[config.mk]
export PLATFORM = sky130hd
export DESIGN_NAME = branch_predictor_gshare
export DESIGN_NICKNAME = d
export VERILOG_FILES = /design/src/rtl/bp_pkg.sv /design/src/rtl/bp_btb.sv /design/src/rtl/branch_predictor_gshare.sv
export SDC_FILE = /design/constraint.sdc
export NUM_CORES = 1
export LEC_CHECK = 0
export ABC_AREA = 0
export BUFFER_PORTS_ARGS = -buffer_cell sky130_fd_sc_hd__buf_2
export CAP_MARGIN = 0
export CORE_MARGIN = 2
export CORE_UTILIZATION = 45
export DETAILED_ROUTE_END_ITERATION = 8
export GPL_TIMING_DRIVEN = 0
export SYNTH_ARGS = -nofsm -noshare
export SYNTH_HDL_FRONTEND = slang
export SYNTH_SLANG_ARGS = --single-unit
[constraint.sdc]
create_clock -name clk -period 6.8 [get_ports clk]
set_input_delay 1.36 -clock clk [delete_from_list [all_inputs] [get_ports clk]]
set_output_delay 1.36 -clock clk [all_outputs]
set_load 0.03 [all_outputs]
[src/rtl/bp_pkg.sv]
// Shared types and constants for the branch predictor: 2-bit counter
// encodings, indexing-mode selectors and the saturating counter step.
package bp_pkg;

   typedef enum logic [1:0] {
      SNT = 2'b00,   // strong not-taken
      WNT = 2'b01,   // weak not-taken
      WT  = 2'b10,   // weak taken
      ST  = 2'b11    // strong taken
   } ctr_t;

   localparam int MODE_BIMODAL = 0;
   localparam int MODE_GSHARE  = 1;

   // One step toward the resolved outcome, pinned at SNT/ST.
   function automatic ctr_t ctr_next(input ctr_t c, input logic taken);
      ctr_t n;
      n = c;
      if (taken) begin
         if (c != ST) n = ctr_t'(c + 2'b01);
      end else begin
         if (c != SNT) n = ctr_t'(c - 2'b01);
      end
      return n;
   endfunction

endpackage

[src/rtl/bp_btb.sv]
// Direct-mapped branch target buffer: one combinational read port for
// fetch lookup, one synchronous write port for resolved taken branches.
module bp_btb
   import bp_pkg::*;
#(
   parameter int PC_W      = 8,
   parameter int BTB_IDX_W = 3
) (
   input  logic            clk,
   input  logic            rst,
   input  logic [PC_W-1:0] rd_pc,
   output logic            rd_hit,
   output logic [PC_W-1:0] rd_target,
   input  logic            we,
   input  logic [PC_W-1:0] wr_pc,
   input  logic [PC_W-1:0] wr_target
);

   localparam int TAG_W = PC_W - BTB_IDX_W;
   localparam int N     = 1 << BTB_IDX_W;

   typedef struct packed {
      logic             valid;
      logic [TAG_W-1:0] tag;
      logic [PC_W-1:0]  target;
   } entry_t;

   entry_t tbl [N];
   entry_t rd_e;

   // Lookup: a miss reports a zero target so downstream never sees stale data.
   always_comb begin
      rd_e      = tbl[rd_pc[BTB_IDX_W-1:0]];
      rd_hit    = rd_e.valid && (rd_e.tag == rd_pc[PC_W-1:BTB_IDX_W]);
      rd_target = rd_hit ? rd_e.target : '0;
   end

   // Write replaces whatever lived at the index (no associativity).
   always_ff @(posedge clk or posedge rst) begin
      if (rst) begin
         for (int i = 0; i < N; i++) tbl[i] <= '0;
      end else if (we) begin
         tbl[wr_pc[BTB_IDX_W-1:0]] <= '{valid: 1'b1,
                                        tag: wr_pc[PC_W-1:BTB_IDX_W],
                                        target: wr_target};
      end
   end

endmodule

[src/rtl/branch_predictor_gshare.sv]
// Gshare/bimodal direction predictor with a direct-mapped BTB, a
// non-speculative global history register and saturating perf counters.
module branch_predictor_gshare
   import bp_pkg::*;
#(
   parameter int PC_W      = 8,
   parameter int PHT_IDX_W = 4,
   parameter int GHR_W     = 4,
   parameter int BTB_IDX_W = 3,
   parameter int MODE      = 1,
   parameter int PERF_W    = 16,
   // Physical GHR width; a zero-width history still needs a 1-bit port.
   localparam int GW       = (GHR_W > 0) ? GHR_W : 1
) (
   input  logic              clk,
   input  logic              rst,
   input  logic              enable,
   input  logic [PC_W-1:0]   lookup_pc,
   output logic              predict_taken,
   output logic [PC_W-1:0]   predict_target,
   output logic              btb_hit,
   output logic [GW-1:0]     ghr_snapshot,
   input  logic              update_valid,
   input  logic [PC_W-1:0]   update_pc,
   input  logic [GW-1:0]     update_ghr,
   input  logic              update_taken,
   input  logic [PC_W-1:0]   update_target,
   input  logic              update_mispredict,
   output logic [PERF_W-1:0] perf_branches,
   output logic [PERF_W-1:0] perf_mispredicts
);

   localparam int PHT_N = 1 << PHT_IDX_W;

   ctr_t                 pht [PHT_N];
   logic [GW-1:0]        ghr;
   logic [PHT_IDX_W-1:0] hist_lk, hist_up, lk_idx, up_idx;
   ctr_t                 lk_ctr;
   logic                 upd_fire;

   assign upd_fire = enable & update_valid;

   // History register: shifts in resolved outcomes only (non-speculative).
   generate
      if (GHR_W > 0) begin : g_ghr
         always_ff @(posedge clk or posedge rst) begin
            if (rst)           ghr <= '0;
            else if (upd_fire) ghr <= GW'({ghr, update_taken});
         end
         assign hist_lk = (MODE == MODE_GSHARE) ? PHT_IDX_W'(ghr)        : '0;
         assign hist_up = (MODE == MODE_GSHARE) ? PHT_IDX_W'(update_ghr) : '0;
      end else begin : g_no_ghr
         assign ghr     = '0;
         assign hist_lk = '0;
         assign hist_up = '0;
      end
   endgenerate

   assign ghr_snapshot = ghr;

   // Lookup hashes with live history; update hashes with the snapshot
   // the branch carried down the pipe, so both land on the same counter.
   assign lk_idx = lookup_pc[PHT_IDX_W-1:0] ^ hist_lk;
   assign up_idx = update_pc[PHT_IDX_W-1:0] ^ hist_up;

   // Direction read: gated by BTB hit since a target is needed to redirect.
   always_comb begin
      lk_ctr        = pht[lk_idx];
      predict_taken = btb_hit & lk_ctr[1];
   end

   // Pattern table: train the indexed counter on each resolved branch.
   always_ff @(posedge clk or posedge rst) begin
      if (rst) begin
         for (int i = 0; i < PHT_N; i++) pht[i] <= WNT;
      end else if (upd_fire) begin
         pht[up_idx] <= ctr_next(pht[up_idx], update_taken);
      end
   end

   bp_btb #(
      .PC_W      (PC_W),
      .BTB_IDX_W (BTB_IDX_W)
   ) u_btb (
      .clk       (clk),
      .rst       (rst),
      .rd_pc     (lookup_pc),
      .rd_hit    (btb_hit),
      .rd_target (predict_target),
      .we        (upd_fire & update_taken),
      .wr_pc     (update_pc),
      .wr_target (update_target)
   );

   // Perf counters stick at all-ones rather than wrapping.
   always_ff @(posedge clk or posedge rst) begin
      if (rst) begin
         perf_branches    <= '0;
         perf_mispredicts <= '0;
      end else if (upd_fire) begin
         if (perf_branches != '1)
            perf_branches <= perf_branches + 1'b1;
         if (update_mispredict && (perf_mispredicts != '1))
            perf_mispredicts <= perf_mispredicts + 1'b1;
      end
   end

endmodule
Yosys cells after proc, flatten, opt, wreduce, memory -nomap -nowiden:

Cells that the tools add are included.

* flip-flop bits (word level): 180
* input bits: 34
* output and inout bits: 46
* word-level logic and storage cells: 93

* add/subtract/negate cells: 4
* $lt $le $gt $ge: 6
* equal/unequal tests: 4
* mux-type cells: 20
* bitwise gates (word level): 9
* reductions and logical operators: 7

Operator list (count)
* 112-bit bitwise mux: 1
* 14-bit binary-select mux with 3-bit select: 1
* 14-bit demux with 3-bit select: 1
* 14-bit two-way mux: 3
* 16-bit by 1-bit adder with 16-bit output, second input constant: 2
* 32-bit bitwise mux: 1
* 16-bit != test, second input constant: 2
* 2-bit two-way mux: 9
* 2-bit binary-select mux with 4-bit select: 2
* 5-bit >= comparator, second input constant: 2
* 4-bit NOT with 5-bit output: 2
* 2-bit demux with 4-bit select: 1
* 4-bit >= comparator, second input constant: 2
* 8-bit two-way mux: 1
* 3-bit NOT with 4-bit output: 2
* 4-bit bitwise XOR: 2
* 5-bit == test: 1
* 5-bit by 1-bit < comparator with 1-bit output, second input constant: 1
* 1-bit logical AND: 4
* 4-bit by 1-bit < comparator with 1-bit output, second input constant: 1
* 2-bit AND reduction: 2
* 1-bit bitwise AND: 3
* 2-bit by 1-bit adder with 2-bit output, second input constant: 1
* 2-bit != test, second input constant: 1
* 2 further kinds: 2

Logic depth before layout (Yosys ltp):

* word-level depth: 10
* mapped depth: 7
* mapped depth without buffers: 6

Modules after synthesis:

A second synthesis with hierarchy kept.

* cell total of the unflattened synthesis: 601
* area, all modules: 8575.7 µm²

Modules (own cells, without submodules)
* bp_btb: times used 1, cells an instance 333, area each 5186.2 µm², seq. area each 2802.7 µm²
* branch_predictor_gshare: times used 1, cells an instance 268, area each 3389.5 µm², seq. area each 1721.7 µm²

Worst setup path before layout:

No wires, ideal clock.

* path type: input -> output
* start: input port lookup_pc[0]
* end: output port predict_taken
* arrival time: 3.560 ns
* data required time: 5.440 ns
* path slack: 1.880 ns
* stages: 6
* buffers on the path: 1
* cell sequence: buf_2 -> mux4_2 -> xor2_1 -> o32ai_1 -> nand3_1 -> nor3b_1

* longest elaborated chain between the ends: 7
* elaborated cells on any way between the ends: 12
* those cells by class: eq/ne (1); mux (6); bitwise (4); reduce/logical (1)

RTL lines
* start: declaration: RTL line branch_predictor_gshare.sv:18 `input logic [PC_W-1:0] lookup_pc,`
* 3-bit NOT with 4-bit output (not written as such): RTL line bp_btb.sv:33 `rd_e = tbl[rd_pc[BTB_IDX_W-1:0]];`
* 14-bit binary-select mux with 3-bit select: RTL line bp_btb.sv:33
* 14-bit two-way mux (not written as such) (2 in a row): RTL line bp_btb.sv:33
* 5-bit == test: RTL line bp_btb.sv:34 `rd_hit = rd_e.valid && (rd_e.tag == rd_pc[PC_W-1:BTB_IDX_W]);`
* 1-bit logical AND: RTL line bp_btb.sv:34
* 1-bit bitwise AND *: RTL line branch_predictor_gshare.sv:69 `predict_taken = btb_hit & lk_ctr[1];`
* end: declaration: RTL line branch_predictor_gshare.sv:19 `output logic predict_taken,`

Mark *: on every way between the ends. The rest lies on a longest branch, timed or not. The select of a mux whose other input is x is not followed.

Worst setup path in the final report:

* start: input port lookup_pc[2]
* end: output port predict_taken

Same word-level chain as after synthesis.

==> impl_metrics.env <==
export IMPL_ir_drop_mv=0.254
export IMPL_nets=754
export IMPL_cts_resized=0
export IMPL_synth_fp_nets=659
export IMPL_die_h_um=141
export IMPL_ctsHoldBuffers=0
export IMPL_drc=0
export IMPL_clk_pin_slew_ns=0.07
export IMPL_critical_path_endpoint_type="primary output"
export IMPL_via_per_inst=5.51
export IMPL_syn_to_final_growth_pct=15.6
export IMPL_grt_pass1_vias=5738
export IMPL_cts_sinks=180
export IMPL_finish_utilization_pct=52.7
export IMPL_hold_violations=0
export IMPL_numCtsBuffers=17
export IMPL_r2r_slack_ns=4.46
export IMPL_setup_viol=0
export IMPL_gp_congestion=0.745
export IMPL_avgSynthCellArea_um2=13.6
export IMPL_vias=5316
export IMPL_start_kind="input pin"
export IMPL_r2r_end="perf_branches[15]$_DFFE_PP0P_"
export IMPL_rows=50
export IMPL_cpMostUsedCell="buf_2"
export IMPL_hold_path_class="reg2reg"
export IMPL_clock_latency_ns=0.43
export IMPL_synth_commonest_cells="164 x dfrtp_1, 122 x mux2_2, 63 x nand2_1, 32 x mux4_2, 28 x mux2i_1"
export IMPL_cts_max_level=4
export IMPL_start_util_pct=45.6
export IMPL_p_total_mw=3.13
export IMPL_grt_overflow=0
export IMPL_cts_tree="built"
export IMPL_p_leak_nw=4.50
export IMPL_layout_worst_path_cycle_share_pct=84.1
export IMPL_slowest_stage="buf_1"
export IMPL_rsz0062_at_grt="false"
export IMPL_max_stage_delay_ns=0.63
export IMPL_yosysTopAreaCell="dfrtp_1"
export IMPL_max_freq_ghz=0.175
export IMPL_grt_pass1_wl_um=31100
export IMPL_min_to="u_btb.tbl[41]$_DFFE_PP0P_"
export IMPL_antenna_found_initial=1
export IMPL_drt_iter0_markers=254
export IMPL_yosys_area_top_type_share_pct=48.5
export IMPL_routedWlPerCell_um=19.6
export IMPL_io_buffers=75
export IMPL_synth_flop_cell="dfrtp_1"
export IMPL_hpwl_um=12900
export IMPL_synth_distinct_cells=41
export IMPL_crit_path_cell_trace="buf_2 -> clkbuf_1 -> buf_1 -> nand2_1 -> o32ai_1 -> nand3_1 -> nor3b_1 -> buf_2"
export IMPL_reg2reg_depth=5
export IMPL_grt_use_total_pct=20.4
export IMPL_hold_start="u_btb.tbl[41]$_DFFE_PP0P_"
export IMPL_ys_seq_area_share_pct=53.4
export IMPL_drtPass1Iterations=4
export IMPL_fin_skew_ns=0.00622
export IMPL_status="complete, no violations"
export IMPL_arrival_ns=4.36
export IMPL_cp_max_fo=10
export IMPL_post_cts_buffers=0
export IMPL_critPathKind="in2out"
export IMPL_coreArea_um2=18600
export IMPL_layoutNonFillerInstCount=965
export IMPL_grt_max_degree=127
export IMPL_synth_edf_count=0
export IMPL_ios=80
export IMPL_ys_top_cells_by_area="dfrtp_1 48%, mux2_2 16%, mux4_2 8.5%"
export IMPL_power_density_nw_per_um2=319
export IMPL_dieWidth_um=141
export IMPL_cts_root_buf="clkbuf_16"
export IMPL_maxSlewHeadroom_pct=25.9
export IMPL_synth_most_common_cell="dfrtp_1"
export IMPL_timing_rr_start="perf_branches[3]$_DFFE_PP0P_"
export IMPL_drive_above_1_share_pct=40.4
export IMPL_post_route_min_period_ns=5.72
export IMPL_async_flop_share_pct=100
export IMPL_ys_seq_elements=180
export IMPL_synth_cells=623
export IMPL_antenna_left=0
export IMPL_routed_wl_um=18900
export IMPL_final_cell_area_um2=9790
export IMPL_synth_area_um2=8470
export IMPL_hold_depth=1
export IMPL_dpl_cell_area_um2=9170
export IMPL_cts_buffer_depth=2
export IMPL_finalMaxSlewViolations=0
export IMPL_dieArea_um2=19900
export IMPL_num_antenna_cells=0
export IMPL_dp_cells=933
export IMPL_ys_warn_count=0
export IMPL_worst_pin_slew_ns=1.11
export IMPL_drv_cap=0
export IMPL_cp_required_ns=5.44
how the worst max path moves through the flow:
| stage | from | endpoint | slack, ns | depth (start not counted) |
|---|---|---|---|---|
| finish | lookup_pc[2] | predict_taken | 1.08 | 8 |
| global route | lookup_pc[2] | predict_target[5] | 0.88 | 8 |
| CTS | lookup_pc[2] | predict_taken | 1.08 | 8 |
| detailed placement | lookup_pc[2] | predict_taken | 1.10 | 8 |
| global placement | rst | u_btb.tbl[9]$_DFFE_PP0P_ | -1.10 | 2 |
| floorplan | rst | ghr_snapshot[0]$_DFFE_PP0P_ | 0.58 | 1 |
registers in the layout, indices dropped and copies added, names as in the netlist:
register,count
ghr_snapshot,4
perf_mispredicts,16
perf_branches,16
u_btb.tbl,112
pht,32
layer usage:
metal	GRT usage, %	share of wire (%)	wire (um)	up-vias
li1	-	-	-	2437
met1	27.4	45	8550	2734
met2	33.9	49	9370	120
met3	3.53	3.8	728	23
met4	6.84	1.4	273	2
met5	0	0.069	13	-
power by group:
part	internal (mW)	switching (mW)
clock	0.594	0.437
sequential	1.31	0.141
combinational	0.320	0.319
total	2.23	0.897
worst max-delay path: cells and delay by family:
family	cells	cell delay [ns]
compound gates	1	0.14
buf+inv	4	1.72
simple gates	3	1.12
kinds of logic after synthesis:
group / synth area share, %
fa+ha+maj: 0.798
flops: 53.4
buf+inv: 1.58
simple gates: 8.08
compound gates: 1.95
xor+xnor: 4.45
mux: 29.7
layout by cell type (no fill, tap or decap), types with 5 or more instances in the layout:
master	Yosys	final
and3_1	5	5
buf_2	5	80
clkbuf_1	13	13
clkbuf_16	0	17
dfrtp_1	164	164
dfstp_2	16	16
inv_1	8	7
mux2_2	122	122
mux2i_1	28	28
mux4_1	5	5
mux4_2	32	32
nand2_1	63	63
nand3_1	11	11
nand4_1	7	7
nor2_1	23	23
nor3_1	16	16
o21ai_0	18	18
or2_2	6	6
xnor2_1	16	16
xor2_1	27	27
final cells by class:
type / count / area (um^2)
Multi-Input combinational cell: 413 / 3810
Fill cell: 1607 / 8790
Inverter: 8 / 37.5
Timing Repair Buffer: 76 / 403
Sequential cell: 180 / 4520
Tap cell: 234 / 293
Clock inverter: 14 / 178
Buffer: 22 / 104
Clock buffer: 18 / 439
per-stage QoR:
stage / setup TNS [ns] / setup WS (ns) / hold WS (ns)
2_1_floorplan: 0 / 0.580 / 0.429
3_3_place_gp: -177.34 / -1.10 / 0.444
6_report: 0 / 1.08 / 0.466
3_5_place_dp: 0 / 1.10 / 0.454
5_1_grt: 0 / 0.878 / 0.491
4_1_cts: 0 / 1.08 / 0.471
Power figures use the tool's default switching activity.
